File: src/rtl/hermes_buffer_pkg.sv
// Shared Hermes router types: port enumeration, default flit width and the
// input-buffer framing states.
package hermes_buffer_pkg;

  localparam int HERMES_NPORT     = 5;
  localparam int HERMES_FLIT_SIZE = 32;

  typedef enum logic [2:0] {
    HERMES_EAST,
    HERMES_WEST,
    HERMES_NORTH,
    HERMES_SOUTH,
    HERMES_LOCAL
  } hermes_port_t;

  typedef enum logic [1:0] {
    HERMES_BUF_HEADER,
    HERMES_BUF_SEND_HEADER,
    HERMES_BUF_SIZE,
    HERMES_BUF_PAYLOAD
  } hermes_buffer_state_t;

endpackage

File: src/rtl/hermes_fifo.sv
// Circular flit store for one router input: power-of-two depth, naturally
// wrapping pointers and an occupancy counter one bit wider than the pointers.
module hermes_fifo #(
  parameter int FLIT_SIZE   = 32,
  parameter int BUFFER_SIZE = 8
) (
  input  logic                 clk_i,
  input  logic                 rst_i,
  input  logic                 wr_i,
  input  logic [FLIT_SIZE-1:0] wr_data_i,
  input  logic                 rd_i,
  output logic [FLIT_SIZE-1:0] rd_data_o,
  output logic                 full_o,
  output logic                 empty_o
);

  localparam int PTR_W = $clog2(BUFFER_SIZE);

  logic [PTR_W-1:0]     head;
  logic [PTR_W-1:0]     tail;
  logic [PTR_W:0]       count;
  logic [FLIT_SIZE-1:0] mem [BUFFER_SIZE];
  logic                 wr_en;
  logic                 rd_en;

  // A read from full never frees a slot for the same-cycle write.
  assign wr_en     = wr_i && !full_o;
  assign rd_en     = rd_i && !empty_o;
  assign full_o    = (count == (PTR_W+1)'(BUFFER_SIZE));
  assign empty_o   = (count == '0);
  assign rd_data_o = mem[head];

  always_ff @(posedge clk_i or posedge rst_i) begin
    if (rst_i) begin
      head  <= '0;
      tail  <= '0;
      count <= '0;
    end else begin
      if (wr_en) tail <= tail + 1'b1;
      if (rd_en) head <= head + 1'b1;
      case ({wr_en, rd_en})
        2'b10:   count <= count + 1'b1;
        2'b01:   count <= count - 1'b1;
        default: count <= count;
      endcase
    end
  end

  always_ff @(posedge clk_i) begin
    if (wr_en) mem[tail] <= wr_data_i;
  end

endmodule

File: src/rtl/hermes_buffer.sv
// Hermes router input buffer: flit FIFO with credit flow control plus the
// header/size/payload framing FSM that forwards one packet per routing grant.
module hermes_buffer
  import hermes_buffer_pkg::*;
#(
  parameter int FLIT_SIZE   = HERMES_FLIT_SIZE,
  parameter int BUFFER_SIZE = 8
) (
  input  logic                 clk_i,
  input  logic                 rst_i,
  input  logic                 rx_i,
  input  logic [FLIT_SIZE-1:0] data_i,
  output logic                 credit_o,
  output logic                 req_routing_o,
  input  logic                 ack_routing_i,
  output logic                 sending_o,
  output logic                 data_av_o,
  output logic [FLIT_SIZE-1:0] data_o,
  input  logic                 credit_i,
  output hermes_buffer_state_t state_o
);

  // Handshakes: a flit moves upstream->buffer when rx_i && credit_o and
  // buffer->crossbar when data_av_o && credit_i, both at the rising edge;
  // neither side may make its offer depend on the other side's acceptance.
  hermes_buffer_state_t state, state_nxt;
  logic [FLIT_SIZE-1:0] payload_cnt, payload_cnt_nxt;
  logic                 full;
  logic                 empty;
  logic                 rd;

  hermes_fifo #(
    .FLIT_SIZE   (FLIT_SIZE),
    .BUFFER_SIZE (BUFFER_SIZE)
  ) u_fifo (
    .clk_i     (clk_i),
    .rst_i     (rst_i),
    .wr_i      (rx_i),
    .wr_data_i (data_i),
    .rd_i      (rd),
    .rd_data_o (data_o),
    .full_o    (full),
    .empty_o   (empty)
  );

  assign credit_o = !full;
  assign rd       = data_av_o && credit_i;
  assign state_o  = state;

  always_ff @(posedge clk_i or posedge rst_i) begin
    if (rst_i) begin
      state       <= HERMES_BUF_HEADER;
      payload_cnt <= '0;
    end else begin
      state       <= state_nxt;
      payload_cnt <= payload_cnt_nxt;
    end
  end

  always_comb begin
    state_nxt       = state;
    payload_cnt_nxt = payload_cnt;
    case (state)
      HERMES_BUF_HEADER: begin
        if (ack_routing_i && !empty) state_nxt = HERMES_BUF_SEND_HEADER;
      end
      HERMES_BUF_SEND_HEADER: begin
        if (rd) state_nxt = HERMES_BUF_SIZE;
      end
      HERMES_BUF_SIZE: begin
        if (rd) begin
          payload_cnt_nxt = data_o;
          state_nxt = (data_o == '0) ? HERMES_BUF_HEADER : HERMES_BUF_PAYLOAD;
        end
      end
      HERMES_BUF_PAYLOAD: begin
        if (rd) begin
          payload_cnt_nxt = payload_cnt - 1'b1;
          if (payload_cnt == FLIT_SIZE'(1)) state_nxt = HERMES_BUF_HEADER;
        end
      end
      default: state_nxt = HERMES_BUF_HEADER;
    endcase
  end

  always_comb begin
    req_routing_o = (state == HERMES_BUF_HEADER) && !empty;
    sending_o     = (state != HERMES_BUF_HEADER);
    data_av_o     = sending_o && !empty;
  end

endmodule

File: config.mk
export PLATFORM = sky130hd
export DESIGN_NAME = hermes_buffer
export DESIGN_NICKNAME = d
export VERILOG_FILES = /design/src/rtl/hermes_buffer_pkg.sv /design/src/rtl/hermes_fifo.sv /design/src/rtl/hermes_buffer.sv
export SDC_FILE = /design/constraint.sdc
export NUM_CORES = 1
export LEC_CHECK = 0
export ABC_AREA = 1
export CAP_MARGIN = 30
export CORE_ASPECT_RATIO = 1.4
export CORE_MARGIN = 3
export CORE_UTILIZATION = 34
export CTS_BUF_LIST = sky130_fd_sc_hd__clkbuf_16
export DETAILED_ROUTE_END_ITERATION = 7
export PLACE_DENSITY = 0.49
export SLEW_MARGIN = 20
export SYNTH_ARGS = -nofsm -noshare
export SYNTH_HDL_FRONTEND = slang
export SYNTH_SLANG_ARGS = --single-unit
File: constraint.sdc
create_clock -name clk_i -period 3.42 [get_ports clk_i]
set_input_delay 0.684 -clock clk_i [delete_from_list [all_inputs] [get_ports clk_i]]
set_output_delay 0.684 -clock clk_i [all_outputs]
set_load 0.05 [all_outputs]
-- Word-level counts from Yosys, hierarchy flattened
Memories as Yosys holds them, arrays and structs flattened.
Index checks and enable logic that the tools add are counted.
- flip-flop bits (word level): 44
- memory bits (writable): 256
- input bits: 37
- output and inout port bits: 38
- word-level logic and storage cells: 52
- memories kept: 1
- memory list (name ; depth ; bits a word ; read ports ; clocked after memory_dff ; wr ports ; RTL line ; source):
    u_fifo.mem ; 8 ; 32 ; 1 ; 0 ; 1 ; hermes_fifo.sv:22 ; logic [FLIT_SIZE-1:0] mem [BUFFER_SIZE];
- add/sub/neg operators: 5
- eq/ne operators: 12
- mux-type cells: 13
- reductions and logical operators: 16
- operators by type and width (kind ; number):
    two-way mux 32 bit ; 2
    case mux 32 bit (2 select lines) ; 1
    equality test 32 x 1 -> 1 bit (second input constant) ; 1
    zero test 32 bit ; 1
    subtractor 32 x 1 -> 32 bit (second input constant) ; 1
    two-way mux 2 bit ; 6
    case mux 2 bit (4 select lines) ; 1
    case mux 4 bit (2 select lines) ; 1
    adder 3 x 1 -> 3 bit (second input constant) ; 2
    equality test 2 bit (second input constant) ; 3
    logical AND 1 bit ; 6
    != test 2 x 1 -> 1 bit (second input constant) ; 3
    nonzero test 2 bit ; 3
    AND reduction 5 bit ; 1
    adder 4 x 1 -> 4 bit (second input constant) ; 1
    equality test 2 x 1 -> 1 bit (second input constant) ; 2
    equality test 4 bit (second input constant) ; 1
    zero test 4 bit ; 1
    != test 2 bit (second input constant) ; 2
    subtractor 4 x 1 -> 4 bit (second input constant) ; 1
    AND reduction 3 bit ; 1
    zero test 1 bit ; 2
    zero test 2 bit ; 1
    two-way mux 1 bit ; 2

-- Depth between registers and ports, before layout
- depth in word-level cells: 7
- gate-level depth with buffers: 15
- gate-level depth less buffers: 13

-- Hierarchy
Synthesis repeated with hierarchy kept, for this count alone.
- cells, all modules: 1648
- area, all modules: 14400.1 um^2
- by module, submodules not included (module ; times used ; cells an instance ; area each (um^2) ; seq. area each (um^2)):
    hermes_fifo ; 1 ; 1188 ; 11652.4 ; 7937.6
    hermes_buffer ; 1 ; 460 ; 2747.6 ; 850.8

-- Worst setup path before layout
OpenSTA, ideal clock, no wires.
- kind: reg-to-reg
- start: register u_fifo.count[1]
- end: memory u_fifo.mem[0][0] (enable)
- setup time: 0.421 ns
- arrival time: 2.782 ns
- required time: 2.999 ns
- slack: 0.217 ns
- cell stages (with the launch flop): 6
- path buffers: 0
- clock period less this slack: 3.203 ns
- path through: dfrtp_1 nor2_1 nand3_1 nand2_1 or2_2 nor2_1
- longest elaborated chain between the ends: 5
- RTL lines (item ; RTL line ; source):
    from (decl) ; hermes_fifo.sv:21 ; logic [PTR_W:0] count;
    from (signal assigned) ; hermes_fifo.sv:42 ; 2'b10: count <= count + 1'b1;
    from (signal assigned) ; hermes_fifo.sv:43 ; 2'b01: count <= count - 1'b1;
    from (signal assigned) ; hermes_fifo.sv:44 ; default: count <= count;
    equality test 4 bit ; hermes_fifo.sv:29 ; assign full_o = (count == (PTR_W+1)'(BUFFER_SIZE));
    zero test 1 bit ; - ;
    named net credit_o ; hermes_buffer.sv:13 ; output logic credit_o,
    logical AND 1 bit ; hermes_fifo.sv:27 ; assign wr_en = wr_i && !full_o;
    two-way mux 1 bit ; hermes_fifo.sv:50 ; if (wr_en) mem[tail] <= wr_data_i;
    two-way mux 1 bit (not written as such) ; hermes_fifo.sv:50 ;
    to (decl) ; hermes_fifo.sv:22 ;
The timed path passes the listed nets, and every way through them passes these cells.

-- Worst setup path in the final report
- start: register u_fifo.head[0]
- end: output port data_o[7]
- longest elaborated chain between the ends: 1
- RTL lines (item ; RTL line ; source):
    from (decl) ; hermes_fifo.sv:19 ; logic [PTR_W-1:0] head;
    from (signal assigned) ; hermes_fifo.sv:40 ; if (rd_en) head <= head + 1'b1;
    memory (8 x 32 bit) ; - ;
    to (decl) ; hermes_buffer.sv:18 ; output logic [FLIT_SIZE-1:0] data_o,
No other way between the ends.

==> summary.txt <==
STA
  – Setup Skew: 0.0213 ns
  – Tcrit/Tclk final: 96.3%
  – Sum Neg Setup Slack: 0 ns
  – Slew margin rel.: 45.4%
  – Min cycle time layout: 3.29 ns
  – Worst-Margin Slew: 0.817 ns
  – Fin. Hold Viols: 0
  – RSZ-0062 raised after global routing: false
  – Max-slew violation count: 0
  – Setup violators final: 0
  – Maximum clock frequency: 0.304 GHz

Logic synthesis
  – Async S/R FF share, synth: 14.7%
  – Syn avg cell area: 9.43 sq um
  – Cells after synthesis: 1460
  – Syn Nets: 1504
  – Register area share after synthesis: 63.8%
  – Yosys warnings: 0
  – EDFF count, synth: 256
  – Flop and latch count out of synthesis: 300
  – Post-synthesis cell type count: 25
  – Mapped cell area: 0.0138 sq mm
  – Top FF cell, synth: edfxtp_1

Final layout
  – Layout area overhead: 20.2%
  – Layout cells sized above 1: 8.15%
  – Antenna Cells: 0
  – Commonest non-fill, non-tap cell in the layout: nand2_1
  – Fillers: 3864
  – Most frequent cells in the layout: nand2_1 (481), edfxtp_1 (256), inv_1 (237)
  – NumNets Final: 1577
  – Utilization after layout: 41.7%

Floorplan
  – Die area: 0.0430 sq mm
  – Die width: 176 um
  – Rows: 86
  – Starting Density: 34.7%
  – Top Ports: 75
  – Die span in y: 244 um
  – Area of the core: 0.0397 sq mm

Route
  – Routed vias: 9706
  – Residual DRC: 0
  – Initial DRC count: 794
  – DR WL/cell: 17.4 um
  – DR pass1 iterations: 5
  – Final WL: 36200 um
  – Vias per cell: 4.65
  – Final ANT Viol Nets: 0

Setup path
  – R2R depth: 13
  – R2R Setup Slk: 1.03 ns
  – Largest fanout on the critical path: 130
  – Critical path class: register to output pin
  – CP Launch Type: register
  – RR Startpoint: u_fifo.head[0]$_DFFE_PP0P_
  – CP required: 2.74 ns
  – Critical R2R Capture: state_o[0]$_DFFE_PP0P_
  – CP endpoint kind: output pin
  – Critical Path AT: 2.61 ns

Pwr
  – Clock share of power: 19.0%
  – Lkg Pwr: 7.12 nW
  – Sequential power share: 30.3%
  – Power Density: 1010 mW/mm^2
  – Sw Ratio: 44.3%
  – Gate power share: 50.7%
  – NetSw: 0.00742 W
  – Peak supply drop: 950 uV
  – Internal power: 0.00933 W

Global routing
  – Largest net degree at the start of global routing: 131
  – Vias in the first global route: 9481
  – Initial antenna violation count: 0
  – Total grt overflow: 0
  – GR Util All Layers: 16.7%
  – First-pass GRT wire length: 55800 um

Worst hold path
  – WHS Path Cells: 2
  – Worst Hold Launch: payload_cnt[31]$_DFFE_PP0P_
  – Hold Path Sink: payload_cnt[31]$_DFFE_PP0P_
  – Tightest Hold Check Type: register to register

Place
  – RePlAce Congestion: 0.814
  – DP HPWL: 23300 um
  – Port buffer count: 74

Clock tree
  – CTS tree: built
  – Clock transition at path regs: 0.07 ns
  – Inserted Clock Buffers: 31
  – Clock tree sinks: 300
  – H-Tree Depth: 1
  – Root buffer cell: clkbuf_16
  – Clk_lat worst skew: 0.59 ns
  – CTS Buffer Depth: 3
  – CTS Hold Buffers Added: 0
  – Setup bufs post-CTS: 0
  – PostCTS Resize Cnt: 0

Status
  – Status: finished clean

Job
  – Max Cap Viol: 0
through the flow:
step | worst slack [ns] | cells | hold WS, ns | power, W | instance area (sq um)
final | 0.127 | 2086 | 0.519 | 0.0168 | 16500
after global routing | 0.00487 | 2086 | 0.561 | 0.0178 | 16500
after CTS | 0.0748 | 2086 | 0.525 | 0.0170 | 16500
after detailed placement | 0.549 | 2028 | 0.505 | 0.0137 | 15600
after global placement | 0.583 | 2028 | 0.496 | 0.0137 | 15600
after floorplan | 0.217 | 1460 | 0.472 | 0.0101 | 13800
worst max-delay path by stage:
stage,endpoint,cells past startpoint,from,slack [ns]
after CTS,data_o[20],8,u_fifo.head[0]$_DFFE_PP0P_,0.07
final,data_o[7],7,u_fifo.head[0]$_DFFE_PP0P_,0.13
after floorplan,u_fifo.mem[0][0]$_DFFE_PP_,5,u_fifo.count[1]$_DFFE_PP0P_,0.22
after detailed placement,u_fifo.mem[0][20]$_DFFE_PP_,5,rx_i,0.55
after global routing,data_o[7],7,u_fifo.head[0]$_DFFE_PP0P_,0.005
after global placement,u_fifo.mem[0][20]$_DFFE_PP_,5,rx_i,0.58
cell type report:
class	instances	area, sq um	share of cell area, %
well taps	528	661	3.99
clock inverters	27	179	1.08
clock buffers	31	776	4.69
inverters	235	885	5.35
multi-input cells	864	3850	23.3
flip-flops and latches	300	8790	53.1
repair buffers	101	1400	8.47
cell families (layout without fill, tap and decap cells):
logic type | count (synthesis) | count (layout) | synth area share [%]
fa+ha+maj | 7 | 7 | 0.636
simple gates | 721 | 721 | 21.3
compound gates | 117 | 117 | 4.35
flops | 300 | 300 | 63.8
buf+inv | 296 | 394 | 8.65
xor+xnor | 19 | 19 | 1.21
synth_stat cells, drive strengths merged (7+ instances only):
cell / count / area share, %
nand2: 481 / 13
edfxtp: 256 / 56
inv: 235 / 6.4
nand3: 152 / 5.5
nor2: 75 / 2.1
o21ai: 63 / 2.3
a21oi: 46 / 1.7
buf: 44 / 1.8
dfrtp: 44 / 8.0
clkbuf: 17 / 0.46
xor2: 17 / 1.1
ha: 7 / 0.64
flip-flops by register name, summed over array words and instances (netlist names):
register / flops
state_o: 2
payload_cnt: 32
u_fifo.count: 4
u_fifo.mem: 256
u_fifo.head: 3
u_fifo.tail: 3
critical path: stages (launching register included):
cell     delay [ns]
dfrtp_4        0.44
buf_12         0.45
nand2_1        0.13
nand3_1        0.11
nand2_1        0.05
o21ai_1        0.42
inv_1          0.15
buf_12         0.18
per-layer routing:
metal / up-vias / wire, um / global-route usage, %
li1: 4841 / - / -
met5: - / 0 / 0
met4: 0 / 739 / 4.29
met3: 45 / 1570 / 2.44
met2: 192 / 18400 / 29.4
met1: 4628 / 15500 / 21.6
power by group through the flow:
stage	clock [W]	sequential, W	combinational (W)
after floorplan	0	0.00510	0.00495
final	0.00319	0.00507	0.00849
after CTS	0.00329	0.00506	0.00863
after global routing	0.00343	0.00514	0.00924
after global placement	0	0.00513	0.00855
after detailed placement	0	0.00513	0.00861
Note: power is estimated with default switching activity, not from simulation.
==> RTL edit 1 (same settings) <==
Change the package constant `HERMES_FLIT_SIZE` from 32 to 16.
--- a/src/rtl/hermes_buffer_pkg.sv
+++ b/src/rtl/hermes_buffer_pkg.sv
@@ -4,5 +4,5 @@
 
   localparam int HERMES_NPORT     = 5;
-  localparam int HERMES_FLIT_SIZE = 32;
+  localparam int HERMES_FLIT_SIZE = 16;
 
   typedef enum logic [2:0] {
Interface: changed (resized data_i and data_o); port bits go from 75 to 43. No check against the original RTL was run, so the function may have changed too.
==> RTL edit 1 against the unedited design <==
- sequential power down 48%
- synthesized area down 48%
- worst setup slack gained 0.27 ns
- critical path depth decreased by 3
- register-to-register slack better by 0.03 ns
- synthesized cell count fell by 48%
- sequential cell count fell by 144
- total power decreased by 48%
- wire length decreased by 54%
- combinational power shrank 51%
- design area fell by 48%
- critical endpoint is now req_routing_o
- largest cell class unchanged
- highest routed layer unchanged
==> RTL edit 1: results (changes against the unedited design) <==
* Status: complete, no violations (unchanged)
* Share of layout cells above drive strength 1 at 0.0810 (was 0.0815)
* Via density at 4.68 (was 4.65)
* Largest net degree at the start of global routing at 67 (was 131)
* Worst R2R Setup Slack at 1.06 ns (was 1.03 ns)
* Synth Area in Adders at 0.0121 (was 0.00636)
* Port bufs at 42 (was 74)
* GP Congestion at 0.807 (was 0.814)
* Clk buf depth at 2 (was 3)
* GRT Resource Usage Total at 0.152 (was 0.167)
* Setup WS pre-CTS at 0.614 ns (was 0.549 ns)
* Met3 WL at 598 µm (was 1570 µm)
* Clock Power Share at 0.217 (was 0.190)
* Placed inst area at 0.00807 mm² (was 0.0156 mm²)
* Largest register FFs at 128 (was 256)
* Top Registers: u_fifo.mem: 128 flops, payload_cnt: 16 flops, u_fifo.count: 4 flops (was u_fifo.mem: 256 flops, payload_cnt: 32 flops, u_fifo.count: 4 flops)
* First-pass GRT wire length at 26400 µm (was 55800 µm)
* Placed insts at 1051 (was 2028)
* Overall power at 8.73 mW (was 16.8 mW)
* CP max-delay cell: clkdlybuf4s50_1 (was buf_12)
* Nets at 842 (was 1577)
* Switching Power at 3.73 mW (was 7.42 mW)
* Initial DRC count at 382 (was 794)
* Lkg Pwr at 3.80 nW (was 7.12 nW)
* Worst R2R End: u_fifo.count[3] (was state_o[0])
* Grt met3 use at 0.0330 (was 0.0244)
RTL edit 1: worst min-delay path by stage:
| stage | endpoint | slack, ns | startpoint | cells after the start |
|---|---|---|---|---|
| floorplan | u_fifo.tail[0] | 0.49 | u_fifo.tail[0] | 2 |
| global route | u_fifo.count[0] | 0.55 | u_fifo.count[0] | 1 |
| global placement | u_fifo.tail[0] | 0.52 | u_fifo.tail[0] | 2 |
| finish | u_fifo.count[0] | 0.54 | u_fifo.count[0] | 1 |
| detailed placement | u_fifo.count[0] | 0.53 | u_fifo.count[0] | 1 |
| CTS | u_fifo.count[0] | 0.54 | u_fifo.count[0] | 1 |
RTL edit 1: final cells by class:
cell class / instances / area [µm²] / area share
Clock buffer: 17 / 425 / 0.0491
Clock inverter: 15 / 173 / 0.0199
Inverter: 112 / 420 / 0.0485
Multi-Input combinational cell: 470 / 2080 / 0.240
Sequential cell: 156 / 4550 / 0.524
Tap cell: 256 / 320 / 0.0369
Timing Repair Buffer: 57 / 706 / 0.0814
==> RTL edit 2 (same flow settings) <==
Made on the original files. One comparison of `count` changes from == to >=.
--- a/src/rtl/hermes_fifo.sv
+++ b/src/rtl/hermes_fifo.sv
@@ -27,5 +27,5 @@
   assign wr_en     = wr_i && !full_o;
   assign rd_en     = rd_i && !empty_o;
-  assign full_o    = (count == (PTR_W+1)'(BUFFER_SIZE));
+  assign full_o    = (count >= (PTR_W+1)'(BUFFER_SIZE));
   assign empty_o   = (count == '0);
   assign rd_data_o = mem[head];
Formal check against the unedited RTL: no difference found for any inputs over 4 cycles, from zero or initial values and one cycle with rst_i high; that may be too few to reach the edited logic, so the function may still have changed.
==> RTL edit 2 against the unedited design <==
- count of clock-buffer cells in the layout did not move
- critical path depth rose by 1
- sequential cell count did not move
- total power fell by 2.5%
- wire length fell by 1.5%
- worst setup slack improved by 0.024 ns
- synthesized area rose by 0.12%
- design area rose by 0.60%
- critical path type unchanged
- largest power group unchanged
- highest routed layer unchanged
==> RTL edit 2: results (changes against the unedited design) <==
* Lkg Pwr at 7.14 nW (was 7.12 nW)
* P_clk at 3.31 mW (was 3.19 mW)
* Critical path data arrival time at 2.59 ns (was 2.61 ns)
* Clock Skew at 0.0183 ns (was 0.0213 ns)
* Largest net degree at the start of global routing at 71 (was 131)
* Top Registers: u_fifo.mem: 256 flops, payload_cnt: 32 flops, u_fifo.count: 4 flops (unchanged)
* Nets at 1576 (was 1577)
* CP max-delay cell: o21ai_1 (was buf_12)
* Async SR Flop Fraction at 0.147 (unchanged)
* Hpwl dp at 21500 µm (was 23300 µm)
* Metal2 WL at 17800 µm (was 18400 µm)
* Worst R2R Setup Slack at 0.95 ns (was 1.03 ns)
* Post-synth cell types at 30 (was 25)
* Hold_ws at 0.439 ns (was 0.519 ns)
* Initial DRC count at 884 (was 794)
* Multi-input gate area at 0.00388 mm² (was 0.00385 mm²)
* Initial antenna violation count at 1 (was 0)
* GRT Resource Usage Total at 0.167 (about the same)
* Sequential area share after synthesis at 0.637 (was 0.638)
* Fill cells at 3756 (was 3864)
* Largest cells by area after synthesis: edfxtp_1 (56%), nand2_1 (13%), dfrtp_1 (8.0%), inv_1 (6.5%), nand3_1 (5.5%) (was edfxtp_1 (56%), nand2_1 (13%), dfrtp_1 (8.0%), inv_1 (6.3%), nand3_1 (5.5%))
* Post-Synthesis Net Count at 1505 (was 1504)
* Wire length on met1 at 15500 µm (about the same)
* Clock Latency Late Sink at 0.57 ns (was 0.59 ns)
* Via count at 9786 (was 9706)
* Top cells by count, synth: nand2_1 (470), edfxtp_1 (256), inv_1 (239) (was nand2_1 (481), edfxtp_1 (256), inv_1 (232))
* Crit path largest cell delay at 0.53 ns (was 0.45 ns)
* Cts bufs inserted at 30 (was 31)
* Final WL at 35700 µm (was 36200 µm)
* GP Congestion at 0.873 (was 0.814)
* Met3 WL at 1240 µm (was 1570 µm)
* Max VDD drop at 0.788 mV (was 0.950 mV)
* Share of layout cells above drive strength 1 at 0.0741 (was 0.0815)
* Vias in the first global route at 9742 (was 9481)
* Actual slew at the worst max-slew pin at 0.800 ns (was 0.817 ns)
* Hold Path Class: in2async (was reg2reg)
* Pint at 9.26 mW (was 9.33 mW)
* First-pass GRT wire length at 55900 µm (was 55800 µm)
* Postcts setup bufs at 0 (unchanged)
* Seq group at 4.85 mW (was 5.07 mW)
* Placed inst area at 0.0157 mm² (was 0.0156 mm²)
* Clock slew at reported path FFs at ~0.06 ns
* Comb power at 8.19 mW (was 8.49 mW)
* CP Max Fanout at 62 (was 130)
* Status: complete, no violations (unchanged)
## RTL edit 2: cell count changes after synthesis, sizes merged, moves of 3 or more
| cell | delta |
|---|---|
| nor3 | +3 |
| nand2 | -11 |
| buf | -4 |
| inv | +6 |
| o21ai | +5 |
| nor2 | +3 |
| a22oi | +4 |
| a21oi | -12 |
| o22ai | -5 |
## RTL edit 2: metal layers
| layer | GRT usage | vias up |
|---|---|---|
| met4 | 0.0599 | 0 |
| li1 | - | 4848 |
| met5 | 0 | - |
| met1 | 0.218 | 4658 |
| met2 | 0.285 | 208 |
| met3 | 0.0194 | 72 |
## RTL edit 2: logic make-up after synthesis
kind of cell	after synthesis	share of synthesized area
xor gates and xnor gates	21	0.0133
adders and majority gates	7	0.00635
AOI/OAI and AO/OA	114	0.0441
and+or+nand+nor	719	0.213
DFF	300	0.637
buffers and inverters	300	0.0854
## RTL edit 2: worst paths after layout
path,cells after the start,endpoint,startpoint
max reg2reg,12,state_o[1],u_fifo.head[0]
max,8,data_o[28],u_fifo.head[0]
min in group clk_i,1,payload_cnt[8],payload_cnt[8]
min,2,u_fifo.count[3],rst_i
min reg2reg,1,payload_cnt[8],payload_cnt[8]
max in group asynchronous,3,payload_cnt[15],rst_i
## RTL edit 2: final cells by class
type                    count  area share
well taps                 528      0.0397
inverters                 241      0.0544
flip-flops and latches    300       0.528
multi-input cells         861       0.233
clock inverters            22      0.0119
repair buffers             98      0.0858
clock buffers              31      0.0466
diodes                      1    0.000150
## RTL edit 2: per-stage QoR
step	setup slack, ns	std cells
floorplan	0.371	1461
global placement	0.700	2028
detailed placement	0.656	2028
CTS	0.0616	2081
global route	0.0139	2082
finish	0.151	2082
